`config.mk`:
```
export PLATFORM = sky130hd
export DESIGN_NAME = spi_cfg_sequencer
export DESIGN_NICKNAME = d
export VERILOG_FILES = /design/src/rtl/spi_cfg_sequencer.sv
export SDC_FILE = /design/constraint.sdc
export NUM_CORES = 1
export LEC_CHECK = 0
export ABC_AREA = 0
export BUFFER_PORTS_ARGS = -buffer_cell sky130_fd_sc_hd__buf_2
export CAP_MARGIN = 20
export CORE_ASPECT_RATIO = 0.7
export CORE_MARGIN = 5
export CORE_UTILIZATION = 55
export CTS_CLUSTER_SIZE = 8
export DETAILED_ROUTE_END_ITERATION = 8
export PLACE_DENSITY_LB_ADDON = 0.1
export SYNTH_ARGS = -nofsm -noshare
export SYNTH_HDL_FRONTEND = slang
export SYNTH_SLANG_ARGS = --single-unit
```
`constraint.sdc`:
```
create_clock -name i_clk -period 2.7 [get_ports i_clk]
set_clock_uncertainty 0.15 [all_clocks]
set_input_delay 0.405 -clock i_clk [delete_from_list [all_inputs] [get_ports i_clk]]
set_output_delay 0.405 -clock i_clk [all_outputs]
set_load 0.05 [all_outputs]
```
`src/rtl/spi_cfg_sequencer.sv`:
```
// Write-only SPI master: queued {addr,data} requests go out as 16-bit mode-0 frames (R/W=1, MSB first).
// Optional `define SPI_CFG_ADDR_CHECK_EN drops requests with addr > MAX_ADDR and pulses o_err instead.
module spi_cfg_sequencer #(
   parameter int CLK_DIV  = 4,
   parameter int CS_GAP   = 8,
   parameter int DEPTH    = 4,
   parameter int MAX_ADDR = 4
) (
   input  logic       i_clk,
   input  logic       i_rst_n,
   input  logic       i_req_valid,
   output logic       o_req_ready,
   input  logic [6:0] i_req_addr,
   input  logic [7:0] i_req_data,
   output logic       o_busy,
   output logic       o_done,
   output logic       o_err,
   output logic       o_sclk,
   output logic       o_copi,
   output logic       o_ncs
);
   localparam int PW = (DEPTH > 1) ? $clog2(DEPTH) : 1;
   localparam logic [7:0]    DIV_LAST = 8'(CLK_DIV - 1);
   localparam logic [7:0]    GAP_LAST = 8'(CS_GAP - 1);
   localparam logic [PW:0]   FULL     = (PW+1)'(DEPTH);
   localparam logic [PW:0]   CNT_ONE  = (PW+1)'(1);
   localparam logic [PW-1:0] PTR_ONE  = PW'(1);
`ifdef SPI_CFG_ADDR_CHECK_EN
   localparam bit ADDR_CHECK = 1'b1;
`else
   localparam bit ADDR_CHECK = 1'b0;
`endif

   typedef enum logic [2:0] {S_IDLE, S_SETUP, S_SHIFT, S_HOLD, S_GAP} state_t;

   state_t        r_state;
   logic [14:0]   r_mem [DEPTH];
   logic [PW-1:0] r_wr_ptr;
   logic [PW-1:0] r_rd_ptr;
   logic [PW:0]   r_count;
   logic [15:0]   r_shift;
   logic [7:0]    r_cnt;
   logic [4:0]    r_edge_cnt;
   logic          r_sclk;
   logic          r_copi;
   logic          r_ncs;
   logic          r_done;
   logic          r_err;
   logic          w_accept;
   logic          w_addr_bad;
   logic          w_push;
   logic          w_pop;

   assign o_req_ready = (r_count != FULL);
   assign w_accept    = i_req_valid && o_req_ready;
   assign w_addr_bad  = ADDR_CHECK && ({25'd0, i_req_addr} > 32'(MAX_ADDR));
   assign w_push      = w_accept && !w_addr_bad;
   assign w_pop       = (r_state == S_IDLE) && (r_count != '0);

   assign o_busy = (r_count != '0) || (r_state != S_IDLE);
   assign o_done = r_done;
   assign o_err  = r_err;
   assign o_sclk = r_sclk;
   assign o_copi = r_copi;
   assign o_ncs  = r_ncs;

   always_ff @(posedge i_clk) begin
      if (w_push) begin
         r_mem[r_wr_ptr] <= {i_req_addr, i_req_data};
      end
   end

   always_ff @(posedge i_clk or negedge i_rst_n) begin
      if (!i_rst_n) begin
         r_wr_ptr <= '0;
         r_rd_ptr <= '0;
         r_count  <= '0;
         r_err    <= 1'b0;
      end else begin
         if (w_push) r_wr_ptr <= r_wr_ptr + PTR_ONE;
         if (w_pop)  r_rd_ptr <= r_rd_ptr + PTR_ONE;
         case ({w_push, w_pop})
            2'b10:   r_count <= r_count + CNT_ONE;
            2'b01:   r_count <= r_count - CNT_ONE;
            default: r_count <= r_count;
         endcase
         r_err <= w_accept && w_addr_bad;
      end
   end

   always_ff @(posedge i_clk or negedge i_rst_n) begin
      if (!i_rst_n) begin
         r_state    <= S_IDLE;
         r_shift    <= '0;
         r_cnt      <= '0;
         r_edge_cnt <= '0;
         r_sclk     <= 1'b0;
         r_copi     <= 1'b0;
         r_ncs      <= 1'b1;
         r_done     <= 1'b0;
      end else begin
         r_done <= 1'b0;
         case (r_state)
            S_IDLE: begin
               if (w_pop) begin
                  r_shift <= {1'b1, r_mem[r_rd_ptr]};
                  r_ncs   <= 1'b0;
                  r_copi  <= 1'b1;
                  r_cnt   <= '0;
                  r_state <= S_SETUP;
               end
            end
            S_SETUP: begin
               if (r_cnt == DIV_LAST) begin
                  r_cnt      <= '0;
                  r_sclk     <= 1'b1;
                  r_edge_cnt <= 5'd1;
                  r_state    <= S_SHIFT;
               end else begin
                  r_cnt <= r_cnt + 8'd1;
               end
            end
            S_SHIFT: begin
               if (r_cnt == DIV_LAST) begin
                  r_cnt      <= '0;
                  r_sclk     <= !r_sclk;
                  r_edge_cnt <= r_edge_cnt + 5'd1;
                  // COPI only moves on falling edges; edge 32 is the 16th falling edge.
                  if (r_sclk) begin
                     r_shift <= {r_shift[14:0], 1'b0};
                     r_copi  <= r_shift[14];
                     if (r_edge_cnt == 5'd31) begin
                        r_copi  <= 1'b0;
                        r_state <= S_HOLD;
                     end
                  end
               end else begin
                  r_cnt <= r_cnt + 8'd1;
               end
            end
            S_HOLD: begin
               if (r_cnt == DIV_LAST) begin
                  r_cnt   <= '0;
                  r_ncs   <= 1'b1;
                  r_done  <= 1'b1;
                  r_state <= S_GAP;
               end else begin
                  r_cnt <= r_cnt + 8'd1;
               end
            end
            S_GAP: begin
               if (r_cnt == GAP_LAST) begin
                  r_cnt   <= '0;
                  r_state <= S_IDLE;
               end else begin
                  r_cnt <= r_cnt + 8'd1;
               end
            end
            default: r_state <= S_IDLE;
         endcase
      end
   end
endmodule

```
# Yosys cells after proc, flatten, opt, wreduce, memory -nomap -nowiden
# Memories as Yosys holds them, arrays and structs flattened.
# Index checks and enable logic that the tools add are counted.
# classes
n_addsub	6
mul	0
div_mod_pow	0
magnitude_cmp	0
eq_ne	17
shifts	0
muxes	34
bitwise	0
n_reduce_logical	18
# op_table
operator	count
15-bit 2-to-1 mux	3
15-bit case mux with 2 select lines	1
8-bit 2-to-1 mux	3
8-bit case mux with 3 select lines	1
3-bit 2-to-1 mux	7
3-bit case mux with 5 select lines	1
2-bit != test (second input constant)	7
1-bit 2-to-1 mux	11
5-bit 2-to-1 mux	2
5-bit case mux with 2 select lines	1
3-bit nonzero test	3
8-bit by 1-bit adder with 8-bit output (second input constant)	1
8-bit by 2-bit equality test with 1-bit output (second input constant)	1
8-bit by 3-bit equality test with 1-bit output (second input constant)	1
2-bit nonzero test	4
7-bit AND reduction	1
3-bit by 2-bit equality test with 1-bit output (second input constant)	2
1-bit case mux with 2 select lines	3
3-bit case mux with 2 select lines	1
3-bit AND reduction	2
5-bit by 1-bit adder with 5-bit output (second input constant)	1
5-bit equality test (second input constant)	1
2-bit by 1-bit adder with 2-bit output (second input constant)	2
4-bit AND reduction	1
13 further kinds	14
# totals
ff_bits	42
latchBits	0
mem_bits_rw	60
mem_bits_ro	0
input_bits	18
output_inout_bits	7
word_cells	87
memories	1
# mem_list
name	words	word_bits	read_ports	rd_ports_with_merged_regs	write_ports	line_no	text
r_mem	4	15	1	0	1	37	logic [14:0] r_mem [DEPTH];

# Depth between registers and ports, before layout
# Gate-level depths: netlist of the first run.
# depth
depth_word	5
ltp_mapped	10
mapped_depth_nobuf	10

# Worst setup path after synthesis of the first run
# OpenSTA, ideal clock, no wires.
# synth_timing
kind	register to register
startpoint	reg r_count[1]
endpoint	reg r_count[2]
setup_time_ns	0.079
arrival_time_ns	2.366
required_ns	2.471
slack_ns	0.104
stages_incl_launch_ff	11
path_buffers	0
period_less_slack_ns	2.596
path_cell_list	dfrtp_1 > inv_1 > nand3_1 > and2_1 > inv_1 > ha_1 > inv_1 > fa_1 > xor2_1 > nor2_1 > xor2_1
# synth_via
elab_chain_cells	4
elab_cells_between_ends	10
cone_classes	add/sub: 2; eq/ne: 3; mux: 1; reduce/logical: 4
# synth_lines
item	line_no	text
start, declared	40	logic [PW:0] r_count;
start signal, assigned	83	2'b10: r_count <= r_count + CNT_ONE;
start signal, assigned	84	2'b01: r_count <= r_count - CNT_ONE;
start signal, assigned	85	default: r_count <= r_count;
3-bit != test (*)	54	assign o_req_ready = (r_count != FULL);
via o_req_ready	12	output logic o_req_ready,
1-bit logical AND (*)	55	assign w_accept = i_req_valid && o_req_ready;
2-bit by 1-bit equality test with 1-bit output or 2-bit equality test (tied branches)	82	case ({w_push, w_pop})
3-bit case mux with 2 select lines or 2-bit nonzero test (tied branches)	--	
# The timed path passes the listed nets; every way through them passes the cells marked *.
# A chain may end at the register's enable or synchronous reset.

# Final worst setup path of the first run
# layout_timing
startpoint	reg r_state[0]
endpoint	reg r_count[2]
# layout_via
elab_chain_cells	4
elab_cells_between_ends	6
cone_classes	eq/ne: 2; mux: 1; reduce/logical: 3
# layout_lines
item	line_no	text
start, declared	36	state_t r_state;
start signal, assigned	93	r_state <= S_IDLE;
start signal, assigned	110	r_state <= S_SETUP;
start signal, assigned	118	r_state <= S_SHIFT;
3-bit zero test (*)	58	assign w_pop = (r_state == S_IDLE) && (r_count != '0);
1-bit logical AND (*)	58	
via w_pop	52	logic w_pop;
2-bit by 1-bit equality test with 1-bit output or 2-bit equality test (tied branches)	82	
3-bit case mux with 2 select lines or 2-bit nonzero test (tied branches)	--	
# Marked as above.

==> flow_metrics.py, run 1 <==
metrics = {
    "logic_synthesis": {
        "yosys_warnings": 0,
        "synth_cell_types": 50,
        "synth-edff-count": 60,
        "synth_top_area_share_pct": 40.0,
        "yosysTopAreaCell": "edfxtp_1",
        "synth.area.top_cells": "edfxtp_1 40%, dfrtp_1 23%, mux4_2 7.5%",
        "yosysSeqAreaShare_pct": 63.3,
        "synthCells": 311,
        "synth_fp_nets": 338,
        "ys_async_sr_fraction_pct": 41.2,
        "synth_area_um2": 4510,
        "syn_avg_cell_area_um2": 14.5,
        "synth_ff_type": "edfxtp_1",
        "ys_ff_latch": 102,
    },
    "floorplan": {
        "num_io_pins": 25,
        "coreArea_um2": 7940,
        "die_w_um": 118,
        "rows": 27,
        "die_h_um": 85.8,
        "design.die.area_um2": 10100,
        "initial_core_util_pct": 56.8,
    },
    "setup_path": {
        "crit_required_ns": 2.82,
        "cp.arrival_ns": 2.45,
        "cp_max_fo": 3,
        "crit_path_end_kind": "register",
        "critPathKind": "reg2reg",
        "start_kind": "register",
    },
    "clocking": {
        "max-clock-path-buffers": 2,
        "cts-root-buf": "clkbuf_16",
        "cts_tree": "yes",
        "htreeDepth": 3,
        "clkTransAtPathRegs_ns": 0.07,
        "numCtsBuffers": 9,
        "clock_latency_ns": 0.34,
        "cts_sinks": 102,
    },
    "placed_design": {
        "place_area_um2": 4790,
        "hpwl_um": 5360,
        "io_buffers": 23,
        "gp_congestion": 0.764,
    },
    "power": {
        "internal_power_mw": 2.69,
        "power_frac_comb_pct": 11.9,
        "switching_share_pct": 24.8,
        "sequentialPowerShare_pct": 55.2,
        "clock_power_share_pct": 32.9,
        "ir_drop_mv": 0.559,
        "power.leakage_nw": 2.05,
        "p_per_area_nw_per_um2": 701,
        "power_switching_uw": 888,
        "finalPower_mw": 3.58,
    },
    "global_route": {
        "grt_max_degree": 43,
        "grt_overflow": 0,
        "grt_pass1_wl_um": 13400,
        "grt_use_total_pct": 16.9,
        "antenna_found_initial": 0,
        "grt_pass1_vias": 2607,
    },
    "detailed_routing": {
        "routed_wl_um": 7740,
        "wl_met3_um": 364,
        "dr.pass1.iters": 4,
        "antenna_left": 0,
        "drc": 0,
        "route.vias.total": 2546,
        "wire_per_inst_um": 16.9,
        "top_layer_used": "met4",
        "drtIter0Drc": 116,
        "met1_length_um": 3820,
        "vias_per_cell": 5.57,
        "dr_wl_met2_um": 3460,
    },
    "timing": {
        "min_period_ns": 2.33,
        "final.setup.tns_ns": 0,
        "report.final.slew_viol_count": 0,
        "fin_crit_sh_pct": 86.3,
        "hold_viol_final": 0,
        "fmax_mhz": 429,
        "rsz0062_at_grt": "no",
        "finalSetupViolations": 0,
    },
    "min_path": {
        "hold_class": "in2reg",
    },
    "cells_and_area": {
        "mostFrequentLayoutCell": "edfxtp_1",
        "antenna_cells": 0,
        "area_growth_pct": 13.1,
        "nFillCells": 591,
        "nNetsFinal": 378,
        "final_area_um2": 5100,
        "final_cell_mix": "60 x edfxtp_1, 52 x nand2_1, 41 x dfrtp_1",
        "layout-drive-gt1-share_pct": 26.7,
    },
    "flow_run": {
        "drv_cap": 0,
    },
    "outcome": {
        "status": "finished clean",
    },
}
-- power by group through the flow --
stage / registers, mW / clock network [mW] / logic [mW]
2_1_floorplan: 1.98 / 0 / 0.282
3_3_place_gp: 2.00 / 0 / 0.419
3_5_place_dp: 2.01 / 0 / 0.437
4_1_cts: 1.98 / 1.21 / 0.438
5_1_grt: 1.99 / 1.27 / 0.475
6_report: 1.97 / 1.18 / 0.425
-- worst paths after layout --
check                           cells after the start             to          start  slack [ns]
min in group asynchronous                           2  r_edge_cnt[2]        i_rst_n        0.33
worst min-delay path                                1   r_mem[1][13]  i_req_addr[5]        0.12
worst min register to register                      2       r_cnt[1]       r_cnt[1]        0.35
worst max register to register                      8     r_count[2]     r_state[0]        0.37
max in group asynchronous                           3          o_ncs        i_rst_n        1.53
worst max-delay path                                8     r_count[2]     r_state[0]        0.37
-- logic make-up (layout without fill, tap and decap cells) --
kind of cell | Yosys count | after routing | synth area share (%)
mux | 37 | 37 | 13.5
xor+xnor | 9 | 9 | 1.75
simple gates | 95 | 95 | 9.91
buf+inv | 23 | 68 | 3.05
compound gates | 35 | 35 | 5.77
flops | 102 | 102 | 63.3
fa+ha+maj | 9 | 9 | 2.66
other cells | 1 | 1 | 0.0832
-- registers in the layout, summed over array words and instances, names as in the netlist --
name	count
r_mem	60
r_edge_cnt	5
o_copi	1
r_wr_ptr	2
o_ncs	1
r_shift	15
o_done	1
r_rd_ptr	2
r_cnt	8
r_state	3
o_sclk	1
r_count	3
-- cells in the mapped netlist, types with 2 or more instances --
cell,n
edfxtp_1,60
and2_1,2
nand2_1,52
ha_1,8
o211ai_1,6
buf_6,3
buf_4,2
and3_1,6
nor4_1,2
mux2i_1,6
mux2_4,8
mux2_2,8
nand3_1,5
or3_1,2
xor2_1,4
dfrtp_1,41
o21ai_0,13
buf_2,4
mux4_2,15
xnor2_1,5
a22o_1,3
nor2_1,12
a21boi_0,2
or3b_1,2
inv_1,9
nor3_1,4
clkbuf_1,4
-- through the flow --
step / setup slack, ns / util (%) / instances / hold WS, ns
CTS: 0.338 / 63.9 / 455 / 0.100
global placement: 0.411 / 60.4 / 439 / 0.332
finish: 0.369 / 64.2 / 457 / 0.124
floorplan: 0.104 / - / 311 / -0.0406
global route: 0.280 / 64.2 / 457 / 0.119
detailed placement: 0.350 / 60.4 / 439 / 0.333
-- critical path, cell delays in order (launching register included) --
cell and delay [ns]:
dfrtp_1 0.38, or3_1 0.42, nor2_1 0.24, ha_1 0.23, inv_1 0.06, fa_1 0.37
xor2_1 0.15, nor2_1 0.12, xor2_1 0.14
-- cell type report --
cell class	instances	area [um^2]	share of cell area [%]
timing repair buffer	43	293	5.74
clock buffer	9	225	4.42
clock inverter	7	50.0	0.981
inverter	9	33.8	0.662
tap	101	126	2.48
multi-input combinational	186	1520	29.8
sequential	102	2850	56.0
-- routing by layer --
layer | track usage, % | vias up
met5 | 0 | -
met4 | 5.31 | 0
met3 | 4.35 | 8
met2 | 24.9 | 47
met1 | 24.8 | 1261
li1 | - | 1230
-- timing repair --
item | 4_1_cts | 5_1_grt
buffers inserted | 0 | 0
setup endpoints to repair | 0 | 0
hold endpoints to repair | 0 | 11
hold buffers | 0 | 1
gates resized for setup | 0 | 0
(Power assumes the default switching activity.)
==> run 2: changes to the inputs <==
--- a/config.mk
+++ b/config.mk
@@ -5,7 +5,7 @@
 export SDC_FILE = /design/constraint.sdc
 export NUM_CORES = 1
 export LEC_CHECK = 0
-export ABC_AREA = 0
+export ABC_AREA = 1
 export BUFFER_PORTS_ARGS = -buffer_cell sky130_fd_sc_hd__buf_2
 export CAP_MARGIN = 20
 export CORE_ASPECT_RATIO = 0.7
==> constraint.sdc (replaced) <==
create_clock -name i_clk -period 2.25 [get_ports i_clk]
set_clock_uncertainty 0.15 [all_clocks]
set_input_delay 0.3375 -clock i_clk [delete_from_list [all_inputs] [get_ports i_clk]]
set_output_delay 0.3375 -clock i_clk [all_outputs]
set_load 0.05 [all_outputs]
==> run 2 against run 1 <==
Synthesized area rose by 1.5%. First-iteration DRC count increased by 100%. Sequential share of layout area fell by 0.33 points. Die area up 1.3%. Hold slack worse by 0.067 ns. Highest routed layer unchanged.
==> flow_metrics.py, run 2 <==
metrics = {
    "outcome": {
        "status": "finished clean",
    },
    "cells_and_area": {
        "largest_reg_flops": 60,
        "area_growth_pct": 12.1,
        "seq_area_um2": 2850,
        "antenna_cells": 0,
        "multi_input_area_um2": 1550,
        "nNetsFinal": 530,
        "mostFrequentLayoutCell": "nand2_1",
        "reg_top3": "r_mem x60, r_shift x15, r_cnt x8",
        "nFillCells": 646,
        "regMostFlops": "r_mem",
        "final_area_um2": 5130,
        "layout-drive-gt1-share_pct": 13.2,
        "final_cell_mix": "163 x nand2_1, 72 x nand3_1, 60 x edfxtp_1",
    },
    "placed_design": {
        "io_buffers": 23,
        "hpwl_um": 6100,
        "gp_congestion": 0.802,
        "place_area_um2": 4840,
    },
    "detailed_routing": {
        "drc": 0,
        "dr.pass1.iters": 4,
        "route.vias.total": 3255,
        "antenna_left": 0,
        "drtIter0Drc": 236,
        "routed_wl_um": 9120,
        "vias_per_cell": 5.34,
        "wire_per_inst_um": 15.0,
    },
    "timing": {
        "fmax_mhz": 472,
        "finalSetupViolations": 0,
        "hold_viol_final": 0,
        "worstMarginPinSlew_ns": 0.598,
        "slew_headroom_pct": 60.1,
        "min_period_ns": 2.12,
        "fin_crit_sh_pct": 94.3,
        "report.final.slew_viol_count": 0,
    },
    "global_route": {
        "grt_pass1_vias": 3096,
        "grt_max_degree": 43,
        "antenna_found_initial": 0,
        "grt_overflow": 0,
        "grt_use_total_pct": 19.3,
        "grt_pass1_wl_um": 15600,
    },
    "clocking": {
        "numCtsBuffers": 9,
        "clock_latency_ns": 0.34,
        "cts-root-buf": "clkbuf_16",
        "max-clock-path-buffers": 2,
        "cts_sinks": 102,
        "cts_tree": "yes",
        "clkTransAtPathRegs_ns": 0.06,
        "htreeDepth": 3,
    },
    "floorplan": {
        "die_w_um": 119,
        "coreArea_um2": 7970,
        "initial_core_util_pct": 57.4,
        "die_h_um": 86.3,
        "rows": 27,
        "design.die.area_um2": 10300,
        "num_io_pins": 25,
    },
    "logic_synthesis": {
        "syn_avg_cell_area_um2": 9.72,
        "synth-edff-count": 60,
        "synth.area.top_cells": "edfxtp_1 39%, dfrtp_1 22%, nand2_1 14%",
        "ys_ff_latch": 102,
        "synthCells": 471,
        "ys_async_sr_fraction_pct": 41.2,
        "synth_ff_type": "edfxtp_1",
        "yosysTopAreaCell": "edfxtp_1",
        "synth.most_common_cell": "nand2_1",
        "synth_common_cells": "165 x nand2_1, 73 x nand3_1, 60 x edfxtp_1, 41 x dfrtp_1, 27 x inv_1",
        "yosys_warnings": 0,
        "yosysSeqAreaShare_pct": 62.4,
        "synth_cell_types": 29,
        "synth_top_area_share_pct": 39.4,
        "synth_fp_nets": 498,
        "synth_area_um2": 4580,
    },
    "power": {
        "p_per_area_nw_per_um2": 830,
        "power.leakage_nw": 2.34,
        "finalPower_mw": 4.26,
        "ir_drop_mv": 0.574,
    },
    "setup_path": {
        "reg2reg_setup_slack_ns": 0.13,
        "crit_path_end_kind": "register",
        "crit_required_ns": 2.32,
        "start_kind": "register",
        "cp.arrival_ns": 2.19,
        "cp_max_fo": 5,
        "critPathKind": "reg2reg",
    },
    "flow_run": {
        "drv_cap": 0,
    },
    "min_path": {
        "hold_class": "in2reg",
    },
}
==> run 2: changes by cell type in the layout (fill, tap and decap cells not counted), moves of 5 or more <==
cell	delta
nand2_1	+111
nand3_1	+67
inv_1	+18
mux4_2	-15
nor2_1	+13
o21ai_1	+11
mux2_2	-8
mux2_4	-8
o21ai_0	-7
and3_1	-6
mux2i_1	-6
buf_4	-5
inv_2	+5
==> run 2: stage by stage <==
step	cells	util (%)	hold slack [ns]	setup TNS [ns]	worst slack, ns
finish	609	64.3	0.0569	0	0.129
global route	609	64.3	0.0527	-0.00553	-0.00553
detailed placement	591	60.7	0.295	0	0.0998
CTS	608	64.2	0.0408	0	0.0928
floorplan	471	-	-0.108	0	0.0115
global placement	591	60.7	0.289	0	0.134
==> run 2: what timing repair did <==
item / 4_1_cts / 5_1_grt
hold endpoints to repair: 41 / 0
setup endpoints to repair: 0 / 1
buffers inserted: 0 / 1
resized for setup: 0 / 3
hold buffers: 1 / 0
==> run 2: final timing paths <==
check / startpoint / endpoint / cells after the start
hold / removal: i_req_addr[3] / r_mem[0][11] / 1
max in group asynchronous: i_rst_n / r_edge_cnt[0] / 3
setup reg to reg: r_state[0] / r_count[2] / 11
min in group asynchronous: i_rst_n / r_wr_ptr[0] / 3
setup / recovery: r_state[0] / r_count[2] / 11
hold reg to reg: o_ncs / o_ncs / 2
==> run 2: cell families after synthesis <==
logic type / Yosys count / share of synthesized area (%)
other cells: 1 / 0.0819
compound gates: 24 / 2.90
buf+inv: 47 / 4.16
fa+ha+maj: 9 / 2.62
simple gates: 280 / 26.4
flops: 102 / 62.4
xor+xnor: 8 / 1.53
==> run 2: layer usage <==
layer,vias to the layer above,part of all wire (%),track usage [%]
li1,1624,-,-
met1,1525,47,27.4
met2,94,45,28.4
met3,12,7.4,5.87
met4,0,1.3,6.94
met5,-,0,0
==> run 2: area by class of cell <==
class,count,share of cell area [%]
well taps,101,2.46
multi-input cells,322,30.1
clock inverters,5,0.512
flip-flops and latches,102,55.6
clock buffers,11,4.73
repair buffers,36,4.20
inverters,32,2.34
==> run 2: report_power, final <==
part / internal, mW / switching, mW / total [mW]
clock: 0.770 / 0.621 / 1.39
sequential: 2.27 / 0.0859 / 2.35
combinational: 0.158 / 0.356 / 0.514
total: 3.20 / 1.06 / 4.26
==> run 2: worst max-delay path, cell delays in order, from the launching register on <==
cell	delay (ns)
dfrtp_1	0.42
inv_2	0.09
nand2_1	0.07
nor2_2	0.15
nand2_2	0.08
inv_1	0.08
ha_1	0.14
inv_1	0.06
fa_1	0.39
a21oi_1	0.14
o21ai_1	0.08
xor2_1	0.14
